==> src/rtl/uart_pkg.sv <==
// Shared definitions for the UART transmit path: tx handshake FSM states,
// default byte width and the FIFO level-width helper.
package uart_pkg;

  typedef enum logic [1:0] {
    ST_IDLE = 2'd0,
    ST_REQ  = 2'd1,
    ST_GAP  = 2'd2
  } tx_state_t;

  localparam int unsigned DATA_W_DEF = 8;

  function automatic int unsigned lvl_w(input int unsigned depth);
    return $unsigned($clog2(depth)) + 32'd1;
  endfunction

endpackage

==> src/rtl/uart_fifo_ram.sv <==
// DEPTH x DATA_W register array: synchronous write, asynchronous read.
module uart_fifo_ram #(
  parameter int unsigned DEPTH  = 8,
  parameter int unsigned DATA_W = 8,
  parameter int unsigned ADDR_W = $clog2(DEPTH)
) (
  input  logic              clk,
  input  logic              we,
  input  logic [ADDR_W-1:0] waddr,
  input  logic [DATA_W-1:0] wdata,
  input  logic [ADDR_W-1:0] raddr,
  output logic [DATA_W-1:0] rdata
);

  logic [DATA_W-1:0] mem [DEPTH];

  always_ff @(posedge clk) begin
    if (we) mem[waddr] <= wdata;
  end

  assign rdata = mem[raddr];

endmodule

==> src/rtl/uart_tx_fifo.sv <==
// Transmit FIFO in front of uart_transmission: buffers bytes from ctrl and
// feeds them one at a time through the tx_start/clear_req/busy handshake.
module uart_tx_fifo
  import uart_pkg::*;
#(
  parameter int unsigned DEPTH  = 8,
  parameter int unsigned DATA_W = DATA_W_DEF
) (
  input  logic                       clk,
  input  logic                       rst_n,
  input  logic                       i_wr_en,
  input  logic [DATA_W-1:0]          i_wr_data,
  input  logic                       i_flush,
  input  logic                       i_ovf_clear,
  output logic                       o_full,
  output logic                       o_empty,
  output logic [lvl_w(DEPTH)-1:0]    o_level,
  output logic                       o_overflow,
  output logic [DATA_W-1:0]          o_tx_data,
  output logic                       o_tx_start,
  input  logic                       i_tx_clear,
  input  logic                       i_tx_busy,
  output logic                       o_done_irq
);

  localparam int unsigned PTR_W = $clog2(DEPTH);
  localparam int unsigned LVL_W = lvl_w(DEPTH);

  logic [PTR_W-1:0]  wptr, rptr;
  logic [LVL_W-1:0]  count, count_nxt;
  logic [DATA_W-1:0] rd_data;
  logic              pop, push, drop;
  logic              busy_q;
  tx_state_t         state, state_nxt;

  // A pop frees a slot in the same cycle, so a push into a full FIFO is
  // still accepted when the FSM starts a byte at that edge.
  assign pop  = (state == ST_IDLE) && !o_empty && !i_tx_busy && !i_flush;
  assign push = i_wr_en && (!o_full || pop) && !i_flush;
  assign drop = i_wr_en && o_full && !pop;

  uart_fifo_ram #(
    .DEPTH  (DEPTH),
    .DATA_W (DATA_W)
  ) u_ram (
    .clk   (clk),
    .we    (push),
    .waddr (wptr),
    .wdata (i_wr_data),
    .raddr (rptr),
    .rdata (rd_data)
  );

  always_comb begin
    count_nxt = count;
    if (i_flush) begin
      count_nxt = '0;
    end else begin
      unique case ({push, pop})
        2'b10:   count_nxt = count + LVL_W'(1);
        2'b01:   count_nxt = count - LVL_W'(1);
        default: count_nxt = count;
      endcase
    end
  end

  always_comb begin
    state_nxt = state;
    unique case (state)
      ST_IDLE: if (pop) state_nxt = ST_REQ;
      ST_REQ:  if (i_tx_clear) state_nxt = ST_GAP;
      ST_GAP:  state_nxt = ST_IDLE;
      default: state_nxt = ST_IDLE;
    endcase
  end

  always_ff @(posedge clk or negedge rst_n) begin
    if (!rst_n) begin
      wptr    <= '0;
      rptr    <= '0;
      count   <= '0;
      o_full  <= 1'b0;
      o_empty <= 1'b1;
    end else begin
      if (i_flush) begin
        wptr <= '0;
        rptr <= '0;
      end else begin
        if (push) wptr <= wptr + PTR_W'(1);
        if (pop)  rptr <= rptr + PTR_W'(1);
      end
      count   <= count_nxt;
      o_full  <= (count_nxt == LVL_W'(DEPTH));
      o_empty <= (count_nxt == '0);
    end
  end

  assign o_level = count;

  always_ff @(posedge clk or negedge rst_n) begin
    if (!rst_n) begin
      o_overflow <= 1'b0;
    end else if (drop) begin
      o_overflow <= 1'b1;
    end else if (i_ovf_clear) begin
      o_overflow <= 1'b0;
    end
  end

  always_ff @(posedge clk or negedge rst_n) begin
    if (!rst_n) begin
      state      <= ST_IDLE;
      o_tx_start <= 1'b0;
      o_tx_data  <= '0;
      busy_q     <= 1'b0;
      o_done_irq <= 1'b0;
    end else begin
      state      <= state_nxt;
      o_tx_start <= (state_nxt == ST_REQ);
      if (pop) o_tx_data <= rd_data;
      busy_q     <= i_tx_busy;
      o_done_irq <= busy_q && !i_tx_busy && (state == ST_IDLE) && o_empty;
    end
  end

endmodule

==> config.mk <==
export PLATFORM = sky130hd
export DESIGN_NAME = uart_tx_fifo
export DESIGN_NICKNAME = d
export VERILOG_FILES = /design/src/rtl/uart_pkg.sv /design/src/rtl/uart_fifo_ram.sv /design/src/rtl/uart_tx_fifo.sv
export SDC_FILE = /design/constraint.sdc
export NUM_CORES = 1
export LEC_CHECK = 0
export ABC_AREA = 1
export BUFFER_PORTS_ARGS = -buffer_cell sky130_fd_sc_hd__buf_2
export CAP_MARGIN = 40
export CORE_ASPECT_RATIO = 1.75
export CORE_MARGIN = 2
export CORE_UTILIZATION = 45
export DETAILED_ROUTE_END_ITERATION = 6
export GPL_TIMING_DRIVEN = 0
export HOLD_SLACK_MARGIN = 0.06
export SYNTH_ARGS = -nofsm -noshare
export SYNTH_HDL_FRONTEND = slang
export SYNTH_SLANG_ARGS = --single-unit
export TNS_END_PERCENT = 1
==> constraint.sdc <==
create_clock -name clk -period 6.1 [get_ports clk]
set_input_delay 1.22 -clock clk [delete_from_list [all_inputs] [get_ports clk]]
set_output_delay 1.22 -clock clk [all_outputs]
set_load 0.02 [all_outputs]
After elaboration in Yosys (flattened, before gate mapping)

Memories as Yosys holds them, arrays and structs flattened. A register that Yosys moved wholly into a read port is not among the register bits.
Index checks and enable logic that the tools add are counted.

Add/subtract/negate cells: 4
Multiply operators: 0
Div/mod/pow operators: 0
Magnitude comparators: 0
Eq/ne operators: 5
Shift-type cells: 0
Mux-type cells: 13
Bitwise logic cells: 0
Reduce and logical (&&, ||, !) cells: 22

Operators with widths:

| cell                                                 | count |
|---|---|
| two-way mux 3 bit                                    | 4 |
| logical AND 1 bit                                    | 10 |
| case mux 4 bit (2 select lines)                      | 1 |
| adder 3 x 1 -> 3 bit (second input constant)         | 2 |
| equality test 2 x 1 -> 1 bit (second input constant) | 3 |
| zero test 1 bit                                      | 6 |
| nonzero test 2 bit                                   | 3 |
| adder 4 x 1 -> 4 bit (second input constant)         | 1 |
| equality test 4 bit (second input constant)          | 1 |
| zero test 4 bit                                      | 1 |
| two-way mux 1 bit                                    | 4 |
| two-way mux 2 bit                                    | 2 |
| two-way mux 4 bit                                    | 1 |
| case mux 2 bit (2 select lines)                      | 1 |
| subtractor 4 x 1 -> 4 bit (second input constant)    | 1 |
| equality test 2 bit (second input constant)          | 1 |
| zero test 2 bit                                      | 1 |
| logical OR 1 bit                                     | 1 |

Bits in registers: 18
Bits in latches: 0
Memory bits (writable): 64
ROM bits: 0
Input bits: 15
Output and inout bits: 17
Word-level logic and storage cells: 55
Memories: 1

Memories:

| memory    | words | bits a word | read ports | clocked after memory_dff | wr ports | line                | text |
|---|---|---|---|---|---|---|---|
| u_ram.mem | 8     | 8           | 1          | 1                        | 1        | uart_fifo_ram.sv:15 | `logic [DATA_W-1:0] mem [DEPTH];` |

Depth between registers and ports, before layout

Word-level depth: 11
Gate-level depth with buffers: 18

Modules after synthesis

From an unflattened synthesis, not the netlist that was laid out.

Cell total of the unflattened synthesis: 433
Area, all modules: 4097.7 um^2

By module, submodules not included:

| module        | instances | cells an instance | area an instance (um^2) | seq. area each (um^2) |
|---|---|---|---|---|
| uart_fifo_ram | 1         | 295               | 2890.3                  | 1921.8 |
| uart_tx_fifo  | 1         | 138               | 1207.4                  | 651.9 |

Least setup slack after synthesis

OpenSTA, ideal clock, no wires.

Path kind: input to register
Start: in i_tx_busy
End: reg o_empty
Arrival: 2.899 ns
Data required time: 6.027 ns
Slack: 3.128 ns
Stages: 17
Path buffers: 0
Cells stage by stage: inv_1 -> nand4_2 -> nand2_1 -> nand2_2 -> nor2_4 -> inv_1 -> ha_1 -> nor2_1 -> nor2_2 -> ha_1 -> nor2_1 -> nor2_1 -> nand2_1 -> nand2_1 -> inv_1 -> nand2_1 -> a21oi_1

Word-level cells in the longest chain between the ends: 10
Elaborated cells between the ends (all ways): 11

Ends and longest elaborated chain:

| element                                                                    | line               | text |
|---|---|---|
| start: declaration                                                         | uart_tx_fifo.sv:22 | `input logic i_tx_busy,` |
| zero test 1 bit *                                                          | uart_tx_fifo.sv:38 | `assign pop = (state == ST_IDLE) && !o_empty && !i_tx_busy && !i_flush;` |
| logical AND 1 bit * (2 in a row)                                           | uart_tx_fifo.sv:38 |  |
| logical OR 1 bit                                                           | uart_tx_fifo.sv:39 | `assign push = i_wr_en && (!o_full \|\| pop) && !i_flush;` |
| logical AND 1 bit (2 in a row)                                             | uart_tx_fifo.sv:39 |  |
| equality test 2 x 1 -> 1 bit / equality test 2 bit (equally long branches) | uart_tx_fifo.sv:59 | `unique case ({push, pop})` |
| case mux 4 bit (2 select lines) *                                          | uart_tx_fifo.sv:59 |  |
| two-way mux 4 bit *                                                        | uart_tx_fifo.sv:56 | `if (i_flush) begin` |
| zero test 4 bit *                                                          | uart_tx_fifo.sv:94 | `o_empty <= (count_nxt == '0);` |
| end signal: assignment                                                     | uart_tx_fifo.sv:94 |  |
| end: declaration                                                           | uart_tx_fifo.sv:16 | `output logic o_empty,` |

Every way passes the cells marked *; elsewhere a longest branch is shown, timed or not.
A chain may end at the register's enable or synchronous reset.

Worst setup path after layout

Start: in i_flush
End: reg o_empty

Word-level cells in the longest chain between the ends: 9
Elaborated cells between the ends (all ways): 10

Ends and longest elaborated chain:

| element                                                                    | line               | text |
|---|---|---|
| start: declaration                                                         | uart_tx_fifo.sv:13 | `input logic i_flush,` |
| zero test 1 bit *                                                          | uart_tx_fifo.sv:38 |  |
| logical AND 1 bit *                                                        | uart_tx_fifo.sv:38 |  |
| via pop                                                                    | uart_tx_fifo.sv:32 | `logic pop, push, drop;` |
| logical OR 1 bit                                                           | uart_tx_fifo.sv:39 |  |
| logical AND 1 bit (2 in a row)                                             | uart_tx_fifo.sv:39 |  |
| equality test 2 x 1 -> 1 bit / equality test 2 bit (equally long branches) | uart_tx_fifo.sv:59 |  |
| case mux 4 bit (2 select lines) *                                          | uart_tx_fifo.sv:59 |  |
| two-way mux 4 bit *                                                        | uart_tx_fifo.sv:56 |  |
| zero test 4 bit *                                                          | uart_tx_fifo.sv:94 |  |

The timed path passes the listed nets; every way through them passes the cells marked *.

==> impl_metrics.json <==
{
  "max_slew_margin_pct": 44.2,
  "rsz0062_at_grt": "no",
  "syn-cell-area_sq_um": 3710,
  "numCtsBuffers": 9,
  "skew_ns": 0.00565,
  "n_fill_cell": 711,
  "cts_tree": "done",
  "port_buffers": 31,
  "antenna_found_initial": 0,
  "antenna_cells": 0,
  "slew_violations": 0,
  "insertion_delay_ns": 0.34,
  "synth_top_area_cell": "edfxtp_1",
  "hp-class": "flop to flop",
  "cts_buffer_depth": 2,
  "routed-via-count": 2467,
  "nets": 393,
  "clk_pin_slew_worst_paths_ns": 0.06,
  "dp_slack_ns": 2.66,
  "die_area_sq_um": 9020,
  "avgSynthCellArea_sq_um": 11.4,
  "dr.first_iter.drc_count": 191,
  "synth.yosys.warnings": 0,
  "crit_path_start_kind": "primary input",
  "drc_errors": 0,
  "critPathMaxFanout": 11,
  "cp_data_arrival_time_ns": 3.32,
  "synth.distinct_cells": 25,
  "crit_slowest_cell": "ha_1",
  "post_drt_wl_per_cell_um": 17.5,
  "instances_no_fill": 468,
  "cts_resized": 0,
  "dieHeight_um": 124,
  "cts_hold_buf": 0,
  "io-pin-count": 32,
  "finalHoldViolations": 0,
  "placed_cell_area_sq_um": 4010,
  "htreeDepth": 3,
  "grt_max_degree": 27,
  "cpLargestDelayFamily": "buffers and inverters",
  "fp.dieW_um": 72.7,
  "p_leak_nw": 1.80,
  "gp_congestion": 0.766,
  "seq_area_frac_synth_pct": 69.3,
  "fmax_mhz": 327,
  "worst_slack_ns": 3.04,
  "grt_pass1_vias": 2390,
  "syn_inst": 327,
  "ys_ff_latch": 90,
  "wirelength_um": 8170,
  "critPathCaptureType": "flop",
  "cap_violations": 0,
  "period_needed_ns": 3.06,
  "core_sq_um": 7960,
  "worstSetupPathType": "primary input to flop",
  "cts-root-buf": "clkbuf_16",
  "cp_common_cell": "nand2_1",
  "cp.required_ns": 6.37,
  "grt_util_all_layers_pct": 20.0,
  "dp.cells": 452,
  "core.rowCount": 43,
  "start_util_pct": 46.6,
  "vdd_drop_max_uv": 258,
  "crit_buf_inv": 6,
  "synth_top_area_share_pct": 51.8,
  "status": "completed",
  "gr-total-overflow": 0,
  "tns_ns": 0,
  "worst_path_largest_cell_delay_ns": 0.30,
  "place_hpwl_um": 5630,
  "drive_gt1_share_pct": 19.6,
  "area_delta_synth_final_pct": 17.0,
  "setup_violations": 0,
  "cts_setup_buffers": 0,
  "drtPass1Iterations": 5,
  "min_period_over_period_pct": 50.1,
  "postLayoutCellArea_sq_um": 4340,
  "ant_nets": 0,
  "yosys-top-cells-area": "edfxtp_1 (52%), dfrtp_1 (17%), nor2_1 (6.5%)",
  "power_density_nw_per_um2": 398,
  "clkSinkCount": 90,
  "syn-num-nets": 347,
  "worst_pin_slew_ns": 0.834,
  "cp_cell_sequence": "buf_2, inv_2, nand4_2, inv_1, buf_2, ha_1, nand2_1, inv_1, nor2_2, ha_1, nor2_1, nor2_1, nand2_1, nand2_1, inv_1, nand2_1, a21oi_1",
  "via_per_inst": 5.27,
  "grt_pass1_wl_um": 12700
}
kinds of logic (layout without fill, tap and decap cells):
kind of cell	count (synthesis)	count (layout)	share of synthesized area, %
buf+inv	36	87	4.11
simple gates	131	131	14.8
flops	90	90	69.3
xor+xnor	2	2	0.472
compound gates	63	63	9.57
fa+ha+maj	5	5	1.69
tightest hold or removal path: stages, from the launching register on:
cell and delay, ns:
dfrtp_1 0.34, nand2_1 0.05, nand2_1 0.05
per-layer routing:
layer	share of wire, %	up-vias	GRT usage (%)
met5	0	-	0
met4	1.8	0	9.61
met3	2.7	9	4.21
met2	56	38	35.2
met1	39	1205	22.6
li1	-	1215	-
sequential cells by signal (all words and copies together), names as in the netlist:
name	count
u_ram.mem	64
wptr	3
o_tx_data	8
busy_q	1
rptr	3
state	2
o_level	4
o_done_irq	1
o_full	1
o_overflow	1
o_tx_start	1
o_empty	1
cell usage in the layout (no fill, tap or decap), drive strengths merged, types with 10 or more instances in the layout:
cell type  Yosys  final
dfrtp         25     25
o211ai        16     16
edfxtp        64     64
inv           23     23
nor2          67     67
buf           11     46
nand2         43     43
clkbuf         1     10
nand3         16     16
o21ai         42     42
final timing paths:
path	slack, ns	cells past startpoint	endpoint	from
hold reg to reg	0.47	2	o_tx_data[0]	o_tx_data[0]
hold / removal	0.47	2	o_tx_data[0]	o_tx_data[0]
setup / recovery	3.04	17	o_empty	i_flush
min in group asynchronous	0.91	1	o_tx_start	rst_n
setup reg to reg	3.60	16	o_empty	state[1]
max in group asynchronous	4.77	1	o_level[2]	rst_n
synth_stat cells:
| master | count |
|---|---|
| nand3_1 | 16 |
| nand4_1 | 1 |
| or2_0 | 1 |
| dfrtp_1 | 25 |
| o211ai_1 | 16 |
| a21oi_1 | 5 |
| clkinv_1 | 1 |
| buf_2 | 10 |
| ha_1 | 5 |
| nor2_1 | 64 |
| or2_2 | 2 |
| nand2_2 | 3 |
| dfstp_2 | 1 |
| inv_2 | 3 |
| o21ai_1 | 3 |
| xor2_1 | 2 |
| nor2_4 | 1 |
| nand4_2 | 1 |
| nor2_2 | 2 |
| inv_1 | 20 |
| nand2_1 | 40 |
| clkbuf_2 | 1 |
| o21ai_0 | 39 |
| buf_4 | 1 |
| edfxtp_1 | 64 |
per-stage QoR:
| stage | utilization (%) | total power, mW | hold slack (ns) |
|---|---|---|---|
| 2_1_floorplan | - | 1.00 | 0.478 |
| 3_3_place_gp | 50.0 | 1.12 | 0.457 |
| 3_5_place_dp | 50.4 | 1.13 | 0.461 |
| 4_1_cts | 54.5 | 1.74 | 0.477 |
| 5_1_grt | 54.5 | 1.81 | 0.500 |
| 6_report | 54.5 | 1.73 | 0.472 |
power by group:
| part | switching [mW] | internal, mW | total (mW) |
|---|---|---|---|
| Clock | 0.217 | 0.396 | 0.612 |
| Combinational | 0.248 | 0.118 | 0.367 |
| Sequential | 0.0330 | 0.717 | 0.750 |
| Total | 0.498 | 1.23 | 1.73 |
cell type report:
cell class              count  area (sq um)  area share [%]
plain buffers              12          62.6            1.44
clock buffers               9           225            5.19
clock inverters             7           108            2.48
inverters                  24          90.1            2.07
multi-input cells         201           986            22.7
flip-flops and latches     90          2570            59.3
well taps                  90           113            2.59
repair buffers             35           185            4.26
(Power assumes the default switching activity.)
